$ cat config.mk
export PLATFORM = sky130hd
export DESIGN_NAME = adder_rs
export DESIGN_NICKNAME = d
export VERILOG_FILES = /design/src/rtl/adder_rs.sv
export SDC_FILE = /design/constraint.sdc
export NUM_CORES = 2
export LEC_CHECK = 0
export ABC_CLOCK_PERIOD_IN_PS = 4900
export BUFFER_PORTS_ARGS = -buffer_cell sky130_fd_sc_hd__buf_2
export CAP_MARGIN = 20
export CORE_AREA = 2 2 370 372
export DETAILED_ROUTE_END_ITERATION = 12
export DIE_AREA = 0 0 372 374
export HOLD_SLACK_MARGIN = 0.1
export REMOVE_ABC_BUFFERS = 1
export SYNTH_ARGS = -nofsm -noshare
export SYNTH_HDL_FRONTEND = slang
export SYNTH_SLANG_ARGS = --single-unit
$ cat constraint.sdc
create_clock -name clk -period 4.9 [get_ports clk]
set_clock_uncertainty 0.1 [all_clocks]
set_input_delay 0.49 -clock clk [delete_from_list [all_inputs] [get_ports clk]]
set_output_delay 0.49 -clock clk [all_outputs]
set_load 0.005 [all_outputs]
$ cat src/rtl/adder_rs.sv
// Reservation station for the integer adder: captures operands from dispatch and the CDB,
// issues one ready entry at a time and holds the adder inputs until its result wins the CDB.
module adder_rs #(
  parameter int unsigned NUM_ENTRIES = 4,
  parameter int unsigned TAG_W       = 3,
  parameter int unsigned DATA_W      = 64
) (
  input  logic                                 clk,
  input  logic                                 reset_n,
  input  logic                                 flush,
  input  logic                                 disp_valid,
  input  logic [5:0]                           disp_opcode,
  input  logic [TAG_W-1:0]                     disp_qj,
  input  logic [DATA_W-1:0]                    disp_vj,
  input  logic [TAG_W-1:0]                     disp_qk,
  input  logic [DATA_W-1:0]                    disp_vk,
  input  logic [TAG_W-1:0]                     disp_dest,
  input  logic [63:0]                          disp_incr_pc,
  input  logic [63:0]                          disp_offset,
  output logic                                 rs_full,
  output logic [$clog2(NUM_ENTRIES+1)-1:0]     rs_count,
  input  logic                                 cdb_valid,
  input  logic [TAG_W-1:0]                     cdb_tag,
  input  logic [DATA_W-1:0]                    cdb_data,
  output logic                                 fu_valid,
  output logic [DATA_W-1:0]                    fu_a,
  output logic [DATA_W-1:0]                    fu_b,
  output logic [63:0]                          fu_opcode,
  output logic [63:0]                          fu_incr_pc,
  output logic [63:0]                          fu_offset,
  output logic [TAG_W-1:0]                     fu_dest,
  input  logic                                 fu_ready,
  input  logic                                 fu_grant
);

  localparam int unsigned IdxW = (NUM_ENTRIES > 1) ? $clog2(NUM_ENTRIES) : 1;
  localparam int unsigned CntW = $clog2(NUM_ENTRIES + 1);

  typedef enum logic [0:0] {StIdle, StBusy} state_e;

  state_e                  state_q;
  logic [NUM_ENTRIES-1:0]  busy_q, issued_q;
  logic [5:0]              op_q     [NUM_ENTRIES];
  logic [TAG_W-1:0]        qj_q     [NUM_ENTRIES];
  logic [TAG_W-1:0]        qk_q     [NUM_ENTRIES];
  logic [DATA_W-1:0]       vj_q     [NUM_ENTRIES];
  logic [DATA_W-1:0]       vk_q     [NUM_ENTRIES];
  logic [TAG_W-1:0]        dest_q   [NUM_ENTRIES];
  logic [63:0]             ipc_q    [NUM_ENTRIES];
  logic [63:0]             off_q    [NUM_ENTRIES];
  logic [IdxW-1:0]         sel_q;

  logic                    fu_valid_q;
  logic [DATA_W-1:0]       fu_a_q, fu_b_q;
  logic [5:0]              fu_op_q;
  logic [63:0]             fu_ipc_q, fu_off_q;
  logic [TAG_W-1:0]        fu_dest_q;

  logic                    elig_found;
  logic [IdxW-1:0]         free_idx, elig_idx;
  logic [CntW-1:0]         count;
  logic                    disp_fire, cdb_hit;

  // Descending scan so the lowest matching index is the one left standing.
  always_comb begin
    elig_found = 1'b0;
    free_idx   = '0;
    elig_idx   = '0;
    count      = '0;
    for (int i = NUM_ENTRIES - 1; i >= 0; i--) begin
      if (!busy_q[i]) free_idx = IdxW'(i);
      if (busy_q[i] && !issued_q[i] && qj_q[i] == '0 && qk_q[i] == '0) begin
        elig_found = 1'b1;
        elig_idx   = IdxW'(i);
      end
      count = count + CntW'(busy_q[i]);
    end
  end

  assign rs_count  = count;
  assign rs_full   = (count == CntW'(NUM_ENTRIES));
  assign disp_fire = disp_valid && !rs_full && !flush;
  assign cdb_hit   = cdb_valid && (cdb_tag != '0);

  always_ff @(posedge clk or negedge reset_n) begin
    if (!reset_n) begin
      state_q    <= StIdle;
      busy_q     <= '0;
      issued_q   <= '0;
      sel_q      <= '0;
      fu_valid_q <= 1'b0;
      fu_a_q     <= '0;
      fu_b_q     <= '0;
      fu_op_q    <= '0;
      fu_ipc_q   <= '0;
      fu_off_q   <= '0;
      fu_dest_q  <= '0;
      for (int i = 0; i < NUM_ENTRIES; i++) begin
        op_q[i]   <= '0;
        qj_q[i]   <= '0;
        qk_q[i]   <= '0;
        vj_q[i]   <= '0;
        vk_q[i]   <= '0;
        dest_q[i] <= '0;
        ipc_q[i]  <= '0;
        off_q[i]  <= '0;
      end
    end else if (flush) begin
      state_q    <= StIdle;
      busy_q     <= '0;
      issued_q   <= '0;
      fu_valid_q <= 1'b0;
    end else begin
      for (int i = 0; i < NUM_ENTRIES; i++) begin
        if (cdb_hit && busy_q[i]) begin
          if (qj_q[i] == cdb_tag) begin
            vj_q[i] <= cdb_data;
            qj_q[i] <= '0;
          end
          if (qk_q[i] == cdb_tag) begin
            vk_q[i] <= cdb_data;
            qk_q[i] <= '0;
          end
        end
      end

      // The target entry is free in registered state, so it never collides with the snoop above.
      if (disp_fire) begin
        busy_q[free_idx]   <= 1'b1;
        issued_q[free_idx] <= 1'b0;
        op_q[free_idx]     <= disp_opcode;
        dest_q[free_idx]   <= disp_dest;
        ipc_q[free_idx]    <= disp_incr_pc;
        off_q[free_idx]    <= disp_offset;
        if (cdb_hit && disp_qj == cdb_tag) begin
          qj_q[free_idx] <= '0;
          vj_q[free_idx] <= cdb_data;
        end else begin
          qj_q[free_idx] <= disp_qj;
          vj_q[free_idx] <= disp_vj;
        end
        if (cdb_hit && disp_qk == cdb_tag) begin
          qk_q[free_idx] <= '0;
          vk_q[free_idx] <= cdb_data;
        end else begin
          qk_q[free_idx] <= disp_qk;
          vk_q[free_idx] <= disp_vk;
        end
      end

      unique case (state_q)
        StIdle: begin
          if (elig_found) begin
            fu_valid_q         <= 1'b1;
            fu_a_q             <= vj_q[elig_idx];
            fu_b_q             <= vk_q[elig_idx];
            fu_op_q            <= op_q[elig_idx];
            fu_ipc_q           <= ipc_q[elig_idx];
            fu_off_q           <= off_q[elig_idx];
            fu_dest_q          <= dest_q[elig_idx];
            issued_q[elig_idx] <= 1'b1;
            sel_q              <= elig_idx;
            state_q            <= StBusy;
          end
        end
        StBusy: begin
          if (fu_ready && fu_grant) begin
            busy_q[sel_q]   <= 1'b0;
            issued_q[sel_q] <= 1'b0;
            fu_valid_q      <= 1'b0;
            state_q         <= StIdle;
          end
        end
        default: state_q <= StIdle;
      endcase
    end
  end

  assign fu_valid   = fu_valid_q;
  assign fu_a       = fu_a_q;
  assign fu_b       = fu_b_q;
  assign fu_opcode  = {58'd0, fu_op_q};
  assign fu_incr_pc = fu_ipc_q;
  assign fu_offset  = fu_off_q;
  assign fu_dest    = fu_dest_q;

endmodule

; ---- Yosys cells after proc, flatten, opt, wreduce, memory -nomap -nowiden
; Index checks and enable logic that the tools add are counted.
; W data, S select, Z words.
[word_totals]
ff_bits = 1361
out_inout_bits = 328
word_cells = 253
[op_classes]
n_addsub = 3
magnitude_cmp = 9
n_eq_ne = 13
mux = 127
bitwise = 14
n_reduce_logical = 44
[ops]
columns = op, n
row1 = $mux W64, 33
row2 = $bwmux W256, 6
row3 = $mux W256, 4
row4 = $bmux W64 S2, 4
row5 = $demux W64 S2, 1
row6 = $mux W3, 27
row7 = $mux W12, 4
row8 = $mux W4, 10
row9 = $bwmux W12, 3
row10 = $eq A3 B3 Y1, 10
row11 = $logic_and A1 B1 Y1, 26
row12 = $and A12 B12 Y12, 2
row13 = $bwmux W24, 1
row14 = $logic_not A3 Y1, 8
row15 = $mux W6, 3
row16 = $mux W2, 8
row17 = $mux W1, 13
row18 = $and A4 B4 Y4, 3
row19 = $bmux W6 S2, 1
row20 = $demux W6 S2, 1
row21 = $not A12 Y12, 1
row22 = $lt A2 B3 Y1 const B, 3
row23 = $not A4 Y4, 2
row24 = $or A4 B4 Y4, 2
row25 = 20 further kinds, 34

; ---- Logic depth before layout (Yosys ltp)
[depth]
depth_word = 16
ltp_mapped = 13
mapped_depth_nobuf = 9

; ---- Least setup slack after synthesis
; Ideal clock, no wire load.
[synth_path]
path_type = flip-flop to flip-flop
startpoint = register busy_q[1]
endpoint = register vj_q[208] (netlist bit)
setup_ns = 0.081
arrival_time_ns = 3.104
required_ns = 4.719
path_slack_ns = 1.615
stages_incl_launch_ff = 12
cell_sequence = dfrtp_1 > fa_1 > ha_1 > ha_1 > or3b_1 > buf_4 > inv_4 > a211o_1 > buf_4 > buf_2 > clkbuf_1 > mux2i_1
[synth_between]
elab_cells_between_ends = 18
[synth_rtl]
columns = element, line_no
row1 = from (decl), 42  ; logic [NUM_ENTRIES-1:0] busy_q, issued_q;
row2 = from (signal assigned), 88  ; busy_q <= '0;
row3 = from (signal assigned), 110  ; busy_q <= '0;
row4 = "from (signal, indexed assignment)", 129  ; busy_q[free_idx] <= 1'b1;
row5 = $add A2 B1 Y3, 76  ; count = count + CntW'(busy_q[i]);
row6 = $add A3 B1 Y3, 76
row7 = via rs_count[1], 21  ; output logic [$clog2(NUM_ENTRIES+1)-1:0] rs_count,
row8 = $eq A3 B3 Y1, 81  ; assign rs_full = (count == CntW'(NUM_ENTRIES));
row9 = via rs_full, 20  ; output logic rs_full,
row10 = $logic_not A1 Y1, 82  ; assign disp_fire = disp_valid && !rs_full && !flush;
row11 = $logic_and A1 B1 Y1 (2 in series), 82
row12 = $mux W256, 128  ; if (disp_fire) begin
row13 = "to (signal, indexed assignment)", 117  ; vj_q[i] <= cdb_data;
row14 = "to (signal, indexed assignment)", 137  ; vj_q[free_idx] <= cdb_data;
row15 = "to (signal, indexed assignment)", 140  ; vj_q[free_idx] <= disp_vj;
row16 = to (decl), 46  ; logic [DATA_W-1:0] vj_q [NUM_ENTRIES];
; The timed path passes the listed nets, and every way through them passes these cells.
; A chain may end at the register's enable or synchronous reset.

; ---- Final worst setup path
[layout_path]
startpoint = register busy_q[3]
endpoint = register vk_q[104] (netlist bit)
[layout_between]
elab_chain_cells = 12
elab_cells_between_ends = 21
[layout_lines]
columns = element, line_no
row1 = $mux W2 (4 in series), 71  ; if (!busy_q[i]) free_idx = IdxW'(i);
row2 = $not A2 Y3 (not written as such), "144, 147"
row3 = $ge A3 B3 Y1 (not written as such) / $lt A3 B1 Y1 (equally long branches), "144, 147"
row4 = $logic_and A1 B1 Y1 (not written as such), "144, 147"
row5 = $mux W64 (not written as such), "144, 147"
row6 = $demux W64 S2, "144, 147"
row7 = "$bwmux W256, on equally long branches", "147, 144"
row8 = $mux W256, 142  ; if (cdb_hit && disp_qk == cdb_tag) begin
row9 = $mux W256 *, 128
row10 = "to (signal, indexed assignment)", 121  ; vk_q[i] <= cdb_data;
row11 = "to (signal, indexed assignment)", 144  ; vk_q[free_idx] <= cdb_data;
row12 = "to (signal, indexed assignment)", 147  ; vk_q[free_idx] <= disp_vk;
row13 = to (decl), 47  ; logic [DATA_W-1:0] vk_q [NUM_ENTRIES];
; Mark *: on every way between the ends. The rest lies on a longest branch, timed or not.

==> impl_table.tex <==
\begin{tabular}{lr}
\hline
Metric & Value \\
\hline
\multicolumn{2}{l}{\textbf{Synthesis}} \\
\quad Fraction of synthesized cell area taken by the top area cell type & 0.564 \\
\quad Fraction of the yosys area taken by sequential cells & 0.564 \\
\quad Most used DFF post-synth & dfrtp\_1 \\
\quad Library cell occupying the most area in the post-synthesis netlist & dfrtp\_1 \\
\quad Post-Synthesis Mean Instance Area & 9.95 um\^{}2 \\
\quad Area contributors post-synth & dfrtp\_1 (56\%), nand2\_1 (11\%), a222oi\_1 (4.4\%), a22oi\_1 (3.7\%), a221o\_1 (3.6\%) \\
\quad Yosys reg bits & about 1400 \\
\quad Mapped cell area & between 60000 and 70000 um\^{}2 \\
\quad EDFF count, synth & 0 \\
\quad Post-synth ARST share & 1.00 \\
\quad Number of warning messages in the yosys log & 0 \\
\quad Cell count after synthesis & a little over 6000 \\
\quad Number of distinct standard cells referenced by the synthesized netlist & 67 \\
\multicolumn{2}{l}{\textbf{Placement}} \\
\quad Placer congestion estimate & around 0.83 \\
\quad Worst slack after detailed placement & around 0.84 ns \\
\quad Placed inst area & 64800 um\^{}2 \\
\quad HPWL reported at the end of detailed placement & 120 mm \\
\quad Number of port buffers & $\sim$610 \\
\multicolumn{2}{l}{\textbf{Global routing}} \\
\quad Via count of the first global-routing pass & between 50000 and 60000 \\
\quad Global route overflow & 0 \\
\quad Global-route wire length before repair & 337 mm \\
\quad Largest net degree at the start of global routing & between 100 and 150 \\
\quad GRT Total Usage & 0.313 \\
\quad Antenna violations before repair & 35 \\
\multicolumn{2}{l}{\textbf{Cells and area}} \\
\quad Layout cells sized above 1 & 0.156 \\
\quad Number of nets in the final layout & between 7000 and 8000 \\
\quad Final Instance Area & roughly 74000 um\^{}2 \\
\quad Post-synthesis to final-layout area growth & 23.2\% \\
\multicolumn{2}{l}{\textbf{Timing}} \\
\quad Setup repair after global routing missed its margin & false \\
\quad Max Fclk & around 220 MHz \\
\quad Transition time at the pin with the least slew margin & roughly 1.1 ns \\
\quad Final hold violations & 0 \\
\quad Time the final worst path needs with I/O delays and setup & around 4.6 ns \\
\quad Slew HR & 0.234 \\
\quad Final setup margin & around 0.33 ns \\
\quad Crit share post-route & 0.933 \\
\quad Final count of pins violating max slew & 0 \\
\quad Total of endpoints with negative setup slack in the final report & 0 \\
\multicolumn{2}{l}{\textbf{Setup path}} \\
\quad Largest fanout of any net on the critical path & 47 \\
\quad Worst EP required & 5.52 ns \\
\quad Kind of end point of the critical path & flop \\
\quad Critical setup path kind & reg2reg \\
\quad Startpoint type of the worst setup path & flop \\
\quad Worst endpoint data arrival time & just over 5 ns \\
\multicolumn{2}{l}{\textbf{Die}} \\
\quad Floorplan Core Area & between 100000 and 150000 um\^{}2 \\
\quad Vertical die dimension & between 300 and 400 um \\
\quad I/O pin count & roughly 670 \\
\quad Row count & approximately 140 \\
\quad Die footprint & roughly 140000 um\^{}2 \\
\quad Die boundary width & around 370 um \\
\quad Initial core utilization & 0.448 \\
\multicolumn{2}{l}{\textbf{Power and ir drop}} \\
\quad Combinational group share of total power & 0.202 \\
\quad Internal Pwr Total & $\sim$0.024 W \\
\quad Flop pwr share & 0.460 \\
\quad Worst IR drop on VDD & between 0.3 and 0.4 mV \\
\quad Leakage dissipation & around 36 nW \\
\quad Design Power & 0.0343 W \\
\quad Share of power burned in the clock network & 0.339 \\
\quad Power per cell area & 460 nW/um\^{}2 \\
\quad Psw & between 0.01 and 0.015 W \\
\quad Net switching fraction of the power & 0.298 \\
\multicolumn{2}{l}{\textbf{Clock network}} \\
\quad Total clock buffers created by CTS & 152 \\
\quad Clock root cell & clkbuf\_16 \\
\quad CTS H-tree lvls & 4 \\
\quad Number of buffers inserted to repair setup after CTS & 0 \\
\quad Clock latency on the worst-skew pair & about 0.80 ns \\
\quad TritonCTS clock tree & done \\
\quad Clk pin slew, worst setup/hold paths & $\sim$0.060 ns \\
\quad CTS max path bufs & 3 \\
\quad Clock sinks & 1361 \\
\multicolumn{2}{l}{\textbf{Hold path}} \\
\quad HP Class & in2reg \\
\multicolumn{2}{l}{\textbf{Detailed routing}} \\
\quad Violation count after the first detailed-routing iteration & 7123 \\
\quad Vias/cell & about 6.1 \\
\quad DR DRC count & 0 \\
\quad Post-route antenna net violation count & 0 \\
\quad Via count of the routed design & 53500 \\
\quad Routed length per instance & 25.3 um \\
\quad Number of search-and-repair iterations in the first detailed-routing pass & 12 \\
\quad Routed WL & around 220 mm \\
\multicolumn{2}{l}{\textbf{Status}} \\
\quad Run status & finished clean \\
\multicolumn{2}{l}{\textbf{Flow run}} \\
\quad Max-cap violation count & 0 \\
\hline
\end{tabular}
worst max-delay path, stage by stage, from the launching register on:
cell and delay, ns:
dfrtp_1 0.47, fa_1 0.47, ha_1 0.20, ha_1 0.30, or3b_1 0.56, inv_4 0.23
nor4_4 0.09, buf_4 0.33, nand2_2 0.12, buf_4 0.68, o22ai_1 0.18, nor2_1 0.15
dlygate4sd3_1 0.58
cells in the mapped netlist (all sizes together), types with 11 or more instances:
master / number
or3: 34
a21oi: 51
o21a: 64
dfrtp: 1361
xnor2: 15
nor2: 337
nand3: 17
mux2i: 94
a222oi: 265
o22ai: 91
and3: 220
a221o: 218
o21ai: 11
a31oi: 267
a22oi: 299
xor2: 15
inv: 11
a22o: 26
nor3: 54
o221a: 63
buf: 240
nand2: 1774
clkbuf: 409
a21o: 16
o22a: 63
through the flow:
stage / hold slack, ns / setup TNS [ns] / cells / utilization
floorplan: 0.0944 / -9481.84 / 5484 / -
global placement: 0.357 / 0 / 8002 / 0.480
detailed placement: 0.362 / 0 / 8002 / 0.480
CTS: 0.174 / 0 / 8719 / 0.551
global route: 0.240 / 0 / 8743 / 0.551
finish: 0.195 / 0 / 8749 / 0.552
sequential cells by signal, summed over array words and instances (netlist names), 2 cells and up:
name	cells
dest_q	12
op_q	24
fu_a	64
sel_q	2
fu_b	64
fu_op_q	6
fu_dest	3
vj_q	256
ipc_q	256
off_q	256
fu_incr_pc	64
issued_q	4
qj_q	12
vk_q	256
fu_offset	64
busy_q	4
qk_q	12
routing by layer:
layer,GRT usage,wire [um],vias up
met5,0,93,-
met4,0.131,8930,14
met3,0.0582,20800,478
met2,0.488,101000,3005
met1,0.429,89800,26600
li1,-,-,23400
placed cells by master (no fill, tap or decap), types with 218 or more instances in the layout:
cell type	instances
a221o_1	218
a222oi_1	265
a22oi_1	299
a31oi_1	267
and3_1	218
buf_2	613
dfrtp_1	1361
dlygate4sd3_1	448
nand2_1	1772
nor2_1	330
area by class of cell:
| cell class | count | area (um^2) |
|---|---|---|
| antenna | 30 | 75.1 |
| clock buffer | 227 | 4520 |
| clock inverter | 42 | 532 |
| fill | 11900 | 60500 |
| inverter | 11 | 43.8 |
| multi-input combinational | 4112 | 23800 |
| sequential | 1361 | 34100 |
| tap | 1781 | 2230 |
| timing repair buffer | 1185 | 9160 |
what timing repair did:
item | in CTS | in global routing
endpoints found under the setup margin | 0 | 0
hold buffers | 448 | 0
resized for setup | 0 | 0
endpoints found under the hold margin | 1219 | 0
power groups by stage:
stage               Sequential (W)  Clock (W)  Combinational [W]
floorplan                   0.0156          0            0.00366
CTS                         0.0157     0.0118            0.00690
detailed placement          0.0159          0            0.00632
global route                0.0160     0.0122            0.00767
finish                      0.0157     0.0116            0.00692
global placement            0.0158          0            0.00620
cells by family after synthesis:
group	share of synthesized area
other	0.0000620
AO/OA/AOI/OAI	0.197
flip-flops	0.564
multiplexers	0.0158
buffers and inverters	0.0501
AND/OR/NAND/NOR	0.168
XOR/XNOR	0.00435
adder cells (fa/ha/maj)	0.000952
path summary, 6_finish.rpt:
kind	to	depth (start not counted)	slack (ns)	startpoint
max in group asynchronous	vj_q[121]	3	3.06	reset_n
worst max register to register	vk_q[104]	12	0.33	busy_q[3]
worst min-delay path	vk_q[127]	4	0.19	flush
worst min register to register	off_q[42]	2	0.37	off_q[42]
worst max-delay path	vk_q[104]	12	0.33	busy_q[3]
min in group asynchronous	fu_b[27]	2	0.33	reset_n
Note: power is estimated with default switching activity, not from simulation.
